[src/rtl/latent_sampler.sv]
// rtl/latent_sampler.sv - VAE reparameterisation sampler, z = mu + sigma*eps in Q8.8
// Buffers one pass of mu, pairs each sigma of the next pass with it, emits z through a 2-stage pipe.
module latent_sampler #(
  parameter int          N_LATENT  = 16,
  parameter int          IDX_W     = 4,
  parameter int          DATA_W    = 16,
  parameter logic [15:0] LFSR_SEED = 16'hACE1
) (
  input  logic              clk,
  input  logic              rst,
  input  logic              clr,
  input  logic              in_valid,
  output logic              in_ready,
  input  logic [DATA_W-1:0] in_data,
  input  logic              in_mode,
  input  logic              det_en,
  input  logic [DATA_W-1:0] det_eps,
  output logic              z_valid,
  input  logic              z_ready,
  output logic [DATA_W-1:0] z_data,
  output logic [IDX_W-1:0]  z_index,
  output logic              frame_done,
  output logic              mode_err
);

  typedef enum logic [1:0] {COLLECT_MU, COLLECT_SIG, DRAIN} state_t;

  localparam logic [IDX_W-1:0]  LAST = IDX_W'(N_LATENT - 1);
  localparam logic [DATA_W-1:0] SMAX = {1'b0, {(DATA_W-1){1'b1}}};
  localparam logic [DATA_W-1:0] SMIN = {1'b1, {(DATA_W-1){1'b0}}};

  state_t                     state_q, state_d;
  logic [IDX_W-1:0]           cnt_q, cnt_d;
  logic [15:0]                lfsr_q, lfsr_d;
  logic [DATA_W-1:0]          mu_buf_q [N_LATENT];
  logic                       mu_we;
  logic                       s1_valid_q, s1_valid_d;
  logic signed [2*DATA_W-1:0] s1_prod_q, s1_prod_d;
  logic [DATA_W-1:0]          s1_mu_q, s1_mu_d;
  logic [IDX_W-1:0]           s1_idx_q, s1_idx_d;
  logic                       z_valid_q, z_valid_d;
  logic [DATA_W-1:0]          z_data_q, z_data_d;
  logic [IDX_W-1:0]           z_index_q, z_index_d;
  logic                       mode_err_q, mode_err_d;

  logic                       z_load, adv, z_fire;
  logic [DATA_W-1:0]          eps;
  logic signed [2*DATA_W-1:0] shifted;
  logic [DATA_W-1:0]          t_sat;
  logic [DATA_W:0]            sum;
  logic [DATA_W-1:0]          z_next;

  // Stage-2 arithmetic: floor-shift the product back to Q8.8, saturate, add mu, saturate again.
  always_comb begin
    eps     = det_en ? det_eps : {{(DATA_W-9){lfsr_q[8]}}, lfsr_q[8:0]};
    shifted = s1_prod_q >>> 8;
    if ((&shifted[2*DATA_W-1:DATA_W-1]) || !(|shifted[2*DATA_W-1:DATA_W-1])) begin
      t_sat = shifted[DATA_W-1:0];
    end else begin
      t_sat = shifted[2*DATA_W-1] ? SMIN : SMAX;
    end
    sum = {s1_mu_q[DATA_W-1], s1_mu_q} + {t_sat[DATA_W-1], t_sat};
    if (sum[DATA_W] != sum[DATA_W-1]) begin
      z_next = sum[DATA_W] ? SMIN : SMAX;
    end else begin
      z_next = sum[DATA_W-1:0];
    end
  end

  always_comb begin
    state_d    = state_q;
    cnt_d      = cnt_q;
    lfsr_d     = lfsr_q;
    mode_err_d = mode_err_q;
    s1_valid_d = s1_valid_q;
    s1_prod_d  = s1_prod_q;
    s1_mu_d    = s1_mu_q;
    s1_idx_d   = s1_idx_q;
    z_valid_d  = z_valid_q;
    z_data_d   = z_data_q;
    z_index_d  = z_index_q;
    mu_we      = 1'b0;
    in_ready   = 1'b0;
    frame_done = 1'b0;

    z_load = !z_valid_q || z_ready;
    adv    = !s1_valid_q || z_load;
    z_fire = z_valid_q && z_ready;

    if (z_load) begin
      z_valid_d = s1_valid_q;
      if (s1_valid_q) begin
        z_data_d  = z_next;
        z_index_d = s1_idx_q;
      end
    end
    if (adv) begin
      s1_valid_d = 1'b0;
    end

    case (state_q)
      COLLECT_MU: begin
        in_ready = 1'b1;
        if (in_valid) begin
          if (in_mode) begin
            mode_err_d = 1'b1;
          end else begin
            mu_we = 1'b1;
            if (cnt_q == LAST) begin
              cnt_d   = '0;
              state_d = COLLECT_SIG;
            end else begin
              cnt_d = cnt_q + 1'b1;
            end
          end
        end
      end
      COLLECT_SIG: begin
        in_ready = adv;
        if (in_valid && adv) begin
          if (!in_mode) begin
            mode_err_d = 1'b1;
          end else begin
            s1_valid_d = 1'b1;
            s1_prod_d  = $signed({{DATA_W{in_data[DATA_W-1]}}, in_data})
                       * $signed({{DATA_W{eps[DATA_W-1]}}, eps});
            s1_mu_d    = mu_buf_q[cnt_q];
            s1_idx_d   = cnt_q;
            lfsr_d     = lfsr_q[0] ? ((lfsr_q >> 1) ^ 16'hB400) : (lfsr_q >> 1);
            if (cnt_q == LAST) begin
              state_d = DRAIN;
            end else begin
              cnt_d = cnt_q + 1'b1;
            end
          end
        end
      end
      DRAIN: begin
        if (z_fire && z_index_q == LAST) begin
          frame_done = 1'b1;
          cnt_d      = '0;
          state_d    = COLLECT_MU;
        end
      end
      default: state_d = COLLECT_MU;
    endcase
  end

  always_ff @(posedge clk) begin
    if (rst || clr) begin
      state_q    <= COLLECT_MU;
      cnt_q      <= '0;
      mode_err_q <= 1'b0;
      s1_valid_q <= 1'b0;
      s1_prod_q  <= '0;
      s1_mu_q    <= '0;
      s1_idx_q   <= '0;
      z_valid_q  <= 1'b0;
      z_data_q   <= '0;
      z_index_q  <= '0;
    end else begin
      state_q    <= state_d;
      cnt_q      <= cnt_d;
      mode_err_q <= mode_err_d;
      s1_valid_q <= s1_valid_d;
      s1_prod_q  <= s1_prod_d;
      s1_mu_q    <= s1_mu_d;
      s1_idx_q   <= s1_idx_d;
      z_valid_q  <= z_valid_d;
      z_data_q   <= z_data_d;
      z_index_q  <= z_index_d;
    end
  end

  // Soft clear keeps the noise sequence running so successive frames stay decorrelated.
  always_ff @(posedge clk) begin
    if (rst) begin
      lfsr_q <= LFSR_SEED;
    end else if (!clr) begin
      lfsr_q <= lfsr_d;
    end
  end

  always_ff @(posedge clk) begin
    if (mu_we) begin
      mu_buf_q[cnt_q] <= in_data;
    end
  end

  assign z_valid  = z_valid_q;
  assign z_data   = z_data_q;
  assign z_index  = z_index_q;
  assign mode_err = mode_err_q;

endmodule

[config.mk]
export PLATFORM = sky130hd
export DESIGN_NAME = latent_sampler
export DESIGN_NICKNAME = d
export VERILOG_FILES = /design/src/rtl/latent_sampler.sv
export SDC_FILE = /design/constraint.sdc
export NUM_CORES = 1
export LEC_CHECK = 0
export CORE_ASPECT_RATIO = 1.2
export CORE_MARGIN = 2
export CORE_UTILIZATION = 60
export DETAILED_ROUTE_END_ITERATION = 12
export PLACE_DENSITY = 0.78
export SLEW_MARGIN = 5
export SYNTH_ARGS = -nofsm -noshare
export SYNTH_HDL_FRONTEND = slang
export SYNTH_SLANG_ARGS = --single-unit
[constraint.sdc]
create_clock -name clk -period 21.9 [get_ports clk]
set_input_delay 4.38 -clock clk [delete_from_list [all_inputs] [get_ports clk]]
set_output_delay 4.38 -clock clk [all_outputs]
set_load 0.005 [all_outputs]
# Yosys cells after proc, flatten, opt, wreduce, memory -nomap -nowiden
# Memory sizes are Yosys's and may differ from the RTL's. A register that Yosys moved wholly into a read port is not among the register bits.
# Cells that the tools add are included.
[totals]
mem_bits_rw = 256
out_inout_bits = 24
n_memories = 1
inputBits = 39
romBits = 0
latch_bits = 0
regBits = 81
word_cells = 91
[op_classes]
n_div = 0
n_shift = 0
multipliers = 1
addsub = 2
n_bitwise = 2
n_eq_ne = 15
magnitude_cmp = 0
n_reduce_logical = 21
n_mux = 39
[mem_list]
columns = ["memory", "depth", "width", "rd", "rd_clocked_by_memory_dff", "wr", "line", "source"]
rows = [
  ["mu_buf_q", 16, 16, 1, 1, 1, "35", "logic [DATA_W-1:0] mu_buf_q [N_LATENT];"],
]
[ops]
columns = ["op", "count"]
rows = [
  ["2-to-1 mux 16 bit", 6],
  ["multiplier 16 x 16 -> 32 bit", 1],
  ["2-to-1 mux 4 bit", 7],
  ["inequality test 2 bit (second input constant)", 10],
  ["adder 16 x 16 -> 17 bit", 1],
  ["2-to-1 mux 1 bit", 15],
  ["2-to-1 mux 2 bit", 7],
  ["AND reduction 7 bit", 2],
  ["one-hot mux 4 bit (3 select lines)", 1],
  ["AND reduction 9 bit", 1],
  ["OR reduction 9 bit", 1],
  ["equality test 4 bit (second input constant)", 2],
  ["one-hot mux 2 bit (3 select lines)", 1],
  ["AND reduction 5 bit", 1],
  ["adder 4 x 1 -> 4 bit (second input constant)", 1],
  ["logical OR 1 bit", 4],
  ["inverter 3 -> 4 bit", 1],
  ["one-hot mux 1 bit (2 select lines)", 2],
  ["AND reduction 4 bit", 1],
  ["logical AND 1 bit", 3],
  ["zero test 1 bit", 3],
  ["AND reduction 3 bit", 1],
  ["nonzero test 3 bit", 1],
  ["equality test 2 x 1 -> 1 bit (second input constant)", 1],
  ["other kinds (6)", 6],
]

# Logic depth before layout (Yosys ltp)
[depth]
word_depth = 7
mapped_depth = 26
ltp_nobuf = 24

# Worst setup path after synthesis
# Ideal clock, no wire load.
[synth_timing]
path_type = "input port to flip-flop"
from = "input port det_en"
to = "register s1_prod_q[28]"
setup_ps = 117
required_ps = 21783
t_arrival_ps = 10542
path_slack_ps = 11242
cell_stages = 23
cell_sequence = "buf_2 > buf_1 > mux2_2 > clkbuf_1 > nand2_1 > fa_1 > inv_1 > fa_1 > inv_1 > fa_1 > fa_1 > fa_1 > fa_1 > inv_1 > ha_1 > a21o_1 > a21o_1 > a21o_1 > and2_1 > a311oi_4 > a21oi_1 > xor2_1 > a22o_1"
[synth_between]
elab_chain_len = 2
[synth_lines]
columns = ["item", "line", "source"]
rows = [
  ["start, declared", "16", "input logic det_en,"],
  ["2-to-1 mux 16 bit", "55", "eps = det_en ? det_eps : {{(DATA_W-9){lfsr_q[8]}}, lfsr_q[8:0]};"],
  ["multiplier 16 x 16 -> 32 bit", "126", "* $signed({{DATA_W{eps[DATA_W-1]}}, eps});"],
  ["end signal, assigned", "166", "s1_prod_q <= s1_prod_d;"],
  ["end, declared", "38", "logic signed [2*DATA_W-1:0] s1_prod_q, s1_prod_d;"],
]
# No other way between the ends.
# A chain may end at the register's enable or synchronous reset.

# Worst setup path in the final report
# Ends and elaborated chain as after synthesis.

==> results.txt <==
The run finished with clean final reports. The largest net degree at the start of global routing came out at 71. The placer's final routability congestion estimate came out at 0.902. Data on the critical path is required at its endpoint by 22.35 ns. In this run the mean area of a mapped cell was 11.8 um^2. The post-CTS setup buffer count came out at 0.

The final instance area came out at 26200 um^2. The global routing met1 resource utilization is 0.367. The die extent in x came out at 186 um. The starting density of the core came out at 0.611. The biggest cell delay along the critical path came out at around 0.87 ns.

The transition time of the tightest slew-check pin came out at 1.29 ns. In this run the worst hold path is classified as reg -> reg. The signal on the critical path passes through clkdlybuf4s50_1 -> mux2_2 -> nand2_1 -> inv_1 -> fa_1 -> fa_1 -> inv_1 -> fa_1 -> fa_1 -> fa_1 -> fa_1 -> inv_1 -> ha_1 -> a21o_1 -> a21o_1 -> a21o_1 -> and2_1 -> a311oi_4 -> a21oi_1 -> xor2_1 -> a22o_1. The post-synthesis compound-gate area fraction is 0.0598. The count of max-cap constraint violations is 0. The initial antenna violation count was 1. After synthesis the cells add up to 23800 um^2. The total congestion overflow after global routing is 0.

The site row count came out at a little under 80. The post-route antenna net violation count came out at 0. Timing would allow up to between 80 and 90 MHz. In the final layout, the multi-input gates occupy 12900 um^2. The count of final max-slew check failures is 0. Of the synthesized area, sequential elements account for 0.398. The share of synthesized cell area in full adder, half adder and majority cells came out at 0.275.

In this run the most used layer during global routing was met2. The synthesized netlist net count is between 2k and 2.5k. The mux contribution to synthesized area came out at 0.0805. Of the total synthesized cell area, the portion taken by AND, OR, NAND and NOR gates is 0.108. The met2 track demand over resource in global routing is 0.503. The post-DP HPWL came out at 39.6 mm. The fraction of registers with async set or reset after synthesis came out at 0. The area growth from synthesis to final layout is 9.98%. The number of primary I/O pins is 63. The number of hold buffers added after CTS was 0. The worst reg2reg path depth came out at 20. The critical path is of the in -> reg type. The worst setup path is launched from an input port. The number of resized instances in the post-cts repair step came out at 0. The filler cells instantiated in the layout total 2767. For this run, the total global-route usage over all layers was measured as 0.293. Counting instances, the worst hold path has a depth of 2. The number of iterations in the first detailed-routing pass came out at 6.

The maximum root-to-sink buffer count is 3. The tree is rooted in a sky130_fd_sc_hd__clkbuf_16. The die area is 41200 um^2.

In this run the tool buffered the top-level ports with 62 buffer cells. Measured along the y axis, the die boundary spans 222 um. The average wire per cell in the routed design is around 22 um. The register area is 9480 um^2. The final layout contains routed wiring with a total length of 57.4 mm. Across all layers, the routed design uses 15.6k vias.

The final worst clock skew is 0.0242 ns. The register clock-pin slew on the reported worst setup and hold paths is 0.08 ns. In this run, CTS created clock tree buffers numbering 35. In this run, distinct cell masters in the synthesized netlist total 64. The critical path's slowest cell is sky130_fd_sc_hd__clkdlybuf4s50_1. Setup repair after global routing left no endpoint under its margin. For the worst-skew pair, the clock arrives at the later sink with an insertion delay of 0.55 ns. The final-layout setup total negative slack is 0 ns. The wire length of the first global-routing pass came out at 91.2 mm. The largest fanout of any net on the critical path is 17. The number of hold violations in the final report came out at 0.

The DRC violation total after the first TritonRoute iteration came out at 1406. The analysis attributes to cell leakage a power of 10.2 nW. The most numerous cell type found on the critical path is sky130_fd_sc_hd__fa_1.

The critical path depth in cells came out at 21. The instance area at placement is 25100 um^2. The relative slew slack is 0.135. The total number of H-tree levels is 2. After detailed routing, the number of remaining DRC violations is 0. The share of post-route cells with drive strength above 1 is 0.0967. The ratio of total power to cell area is ~120 nW/um^2. At the worst endpoint, the arrival time is 11.63 ns. The cell class contributing the biggest share of worst-path delay is adder cells. The core region area came out at just under 40000 um^2. The most used flip-flop cell after synthesis is sky130_fd_sc_hd__edfxtp_1.

The global routing usage on met3 is 0.0453. The number of global-route vias before repair came out at 16.8k. The number of flops mapped to enable cells by yosys came out at 256. Counting every instance in the synthesized netlist gives 2011. The number of flip-flops and latches in the synthesized netlist came out at 345. The most frequent standard cell in the layout excluding fill and tap cells is sky130_fd_sc_hd__inv_1. Subtracting the final worst setup slack from the clock period gives 11.18 ns.

The final period utilization came out at 0.511. TritonCTS built the clock tree. The type of element capturing the critical path is a register. By area, the combinational part of the netlist is dominated by adder cells. The library cells used most frequently in the layout, excluding fill and tap cells, are sky130_fd_sc_hd__inv_1, sky130_fd_sc_hd__nand2_1, sky130_fd_sc_hd__fa_1, sky130_fd_sc_hd__edfxtp_1, sky130_fd_sc_hd__and2_1. The total buffers and inverters traversed by the critical path is 4. The final count of negative-setup-slack endpoints came out at 0.

The number of warnings reported in the yosys synthesis log came out at 0. The final net count is 2464. The xor and xnor area share after synthesis is 0.0155. The maximum ir drop on the vdd rail is 0.231 mV. In the routed layout, each cell is associated on average with a via count of between 5 and 6.

The number of antenna diodes in the final layout is 0. Clock tree synthesis found a total of around 350 sinks.
[per-layer routing]
metal	up-vias	wire length [um]
met1	7898	21300
met2	727	29100
met3	165	4230
met4	0	2780
met5	-	0
li1	6788	-
[logic make-up after synthesis]
family | after synthesis
simple gates | 548
buf+inv | 399
fa+ha+maj | 365
flops | 345
compound gates | 222
mux | 90
xor+xnor | 42
[worst register-to-register path, delay by kind of cell, from the launching register on]
family	cells	cell delay, ns
simple gates	2	0.31
fa+ha+maj	7	3.68
xor+xnor	1	0.16
buf+inv	3	0.45
mux	1	0.36
compound gates	6	1.29
flops	1	0.33
[registers in the layout (all words and copies together) (netlist names)]
signal      cells
cnt_q           4
state_q         2
s1_mu_q        16
mu_buf_q      256
z_index         4
lfsr_q         16
mode_err        1
z_valid         1
s1_idx_q        4
s1_prod_q      24
s1_valid_q      1
z_data         16
[through the flow]
step | utilization | hold WS, ns | worst slack [ns] | total power [W] | std cells
after floorplan | - | 0.432 | 11.24 | 0.00207 | 2011
after global placement | 0.643 | 0.441 | 10.36 | 0.00244 | 2550
after detailed placement | 0.643 | 0.447 | 10.13 | 0.00251 | 2550
after CTS | 0.672 | 0.455 | 10.72 | 0.00311 | 2614
after global routing | 0.672 | 0.476 | 10.36 | 0.00337 | 2614
final | 0.672 | 0.453 | 10.72 | 0.00312 | 2614
[cells in the mapped netlist, drive strengths merged, types with 38 or more instances]
| cell type | n | share of area |
|---|---|---|
| fa | 262 | 0.22 |
| clkbuf | 72 | 0.011 |
| inv | 314 | 0.050 |
| mux4 | 80 | 0.076 |
| nor2 | 71 | 0.011 |
| dfxtp | 89 | 0.075 |
| ha | 102 | 0.054 |
| nand2 | 267 | 0.042 |
| a21oi | 83 | 0.018 |
| edfxtp | 256 | 0.32 |
| and2 | 111 | 0.029 |
| o21ai | 38 | 0.0082 |
[worst paths after layout]
path                                 from                         end  slack [ns]
setup / recovery                   det_en  s1_prod_q[28]$_SDFFE_PP0P_       10.72
hold / removal    z_data[15]$_SDFFE_PP0P_     z_data[15]$_SDFFE_PP0P_        0.45
setup reg to reg   lfsr_q[1]$_SDFFE_PP0P_  s1_prod_q[28]$_SDFFE_PP0P_       15.23
hold reg to reg   z_data[15]$_SDFFE_PP0P_     z_data[15]$_SDFFE_PP0P_        0.45
[report_power, final]
group	total [W]	internal (W)	switching, W
Clock	0.000588	0.000327	0.000262
Sequential	0.000704	0.000703	0.00000159
Combinational	0.00182	0.000750	0.00107
[area by class of cell]
class | count | area share
Clock inverter | 21 | 0.00689
Clock buffer | 43 | 0.0350
Multi-Input combinational cell | 1267 | 0.491
Sequential cell | 345 | 0.362
Timing Repair Buffer | 98 | 0.0341
Inverter | 314 | 0.0451
Tap cell | 526 | 0.0252
Note: power is estimated with default switching activity, not from simulation.
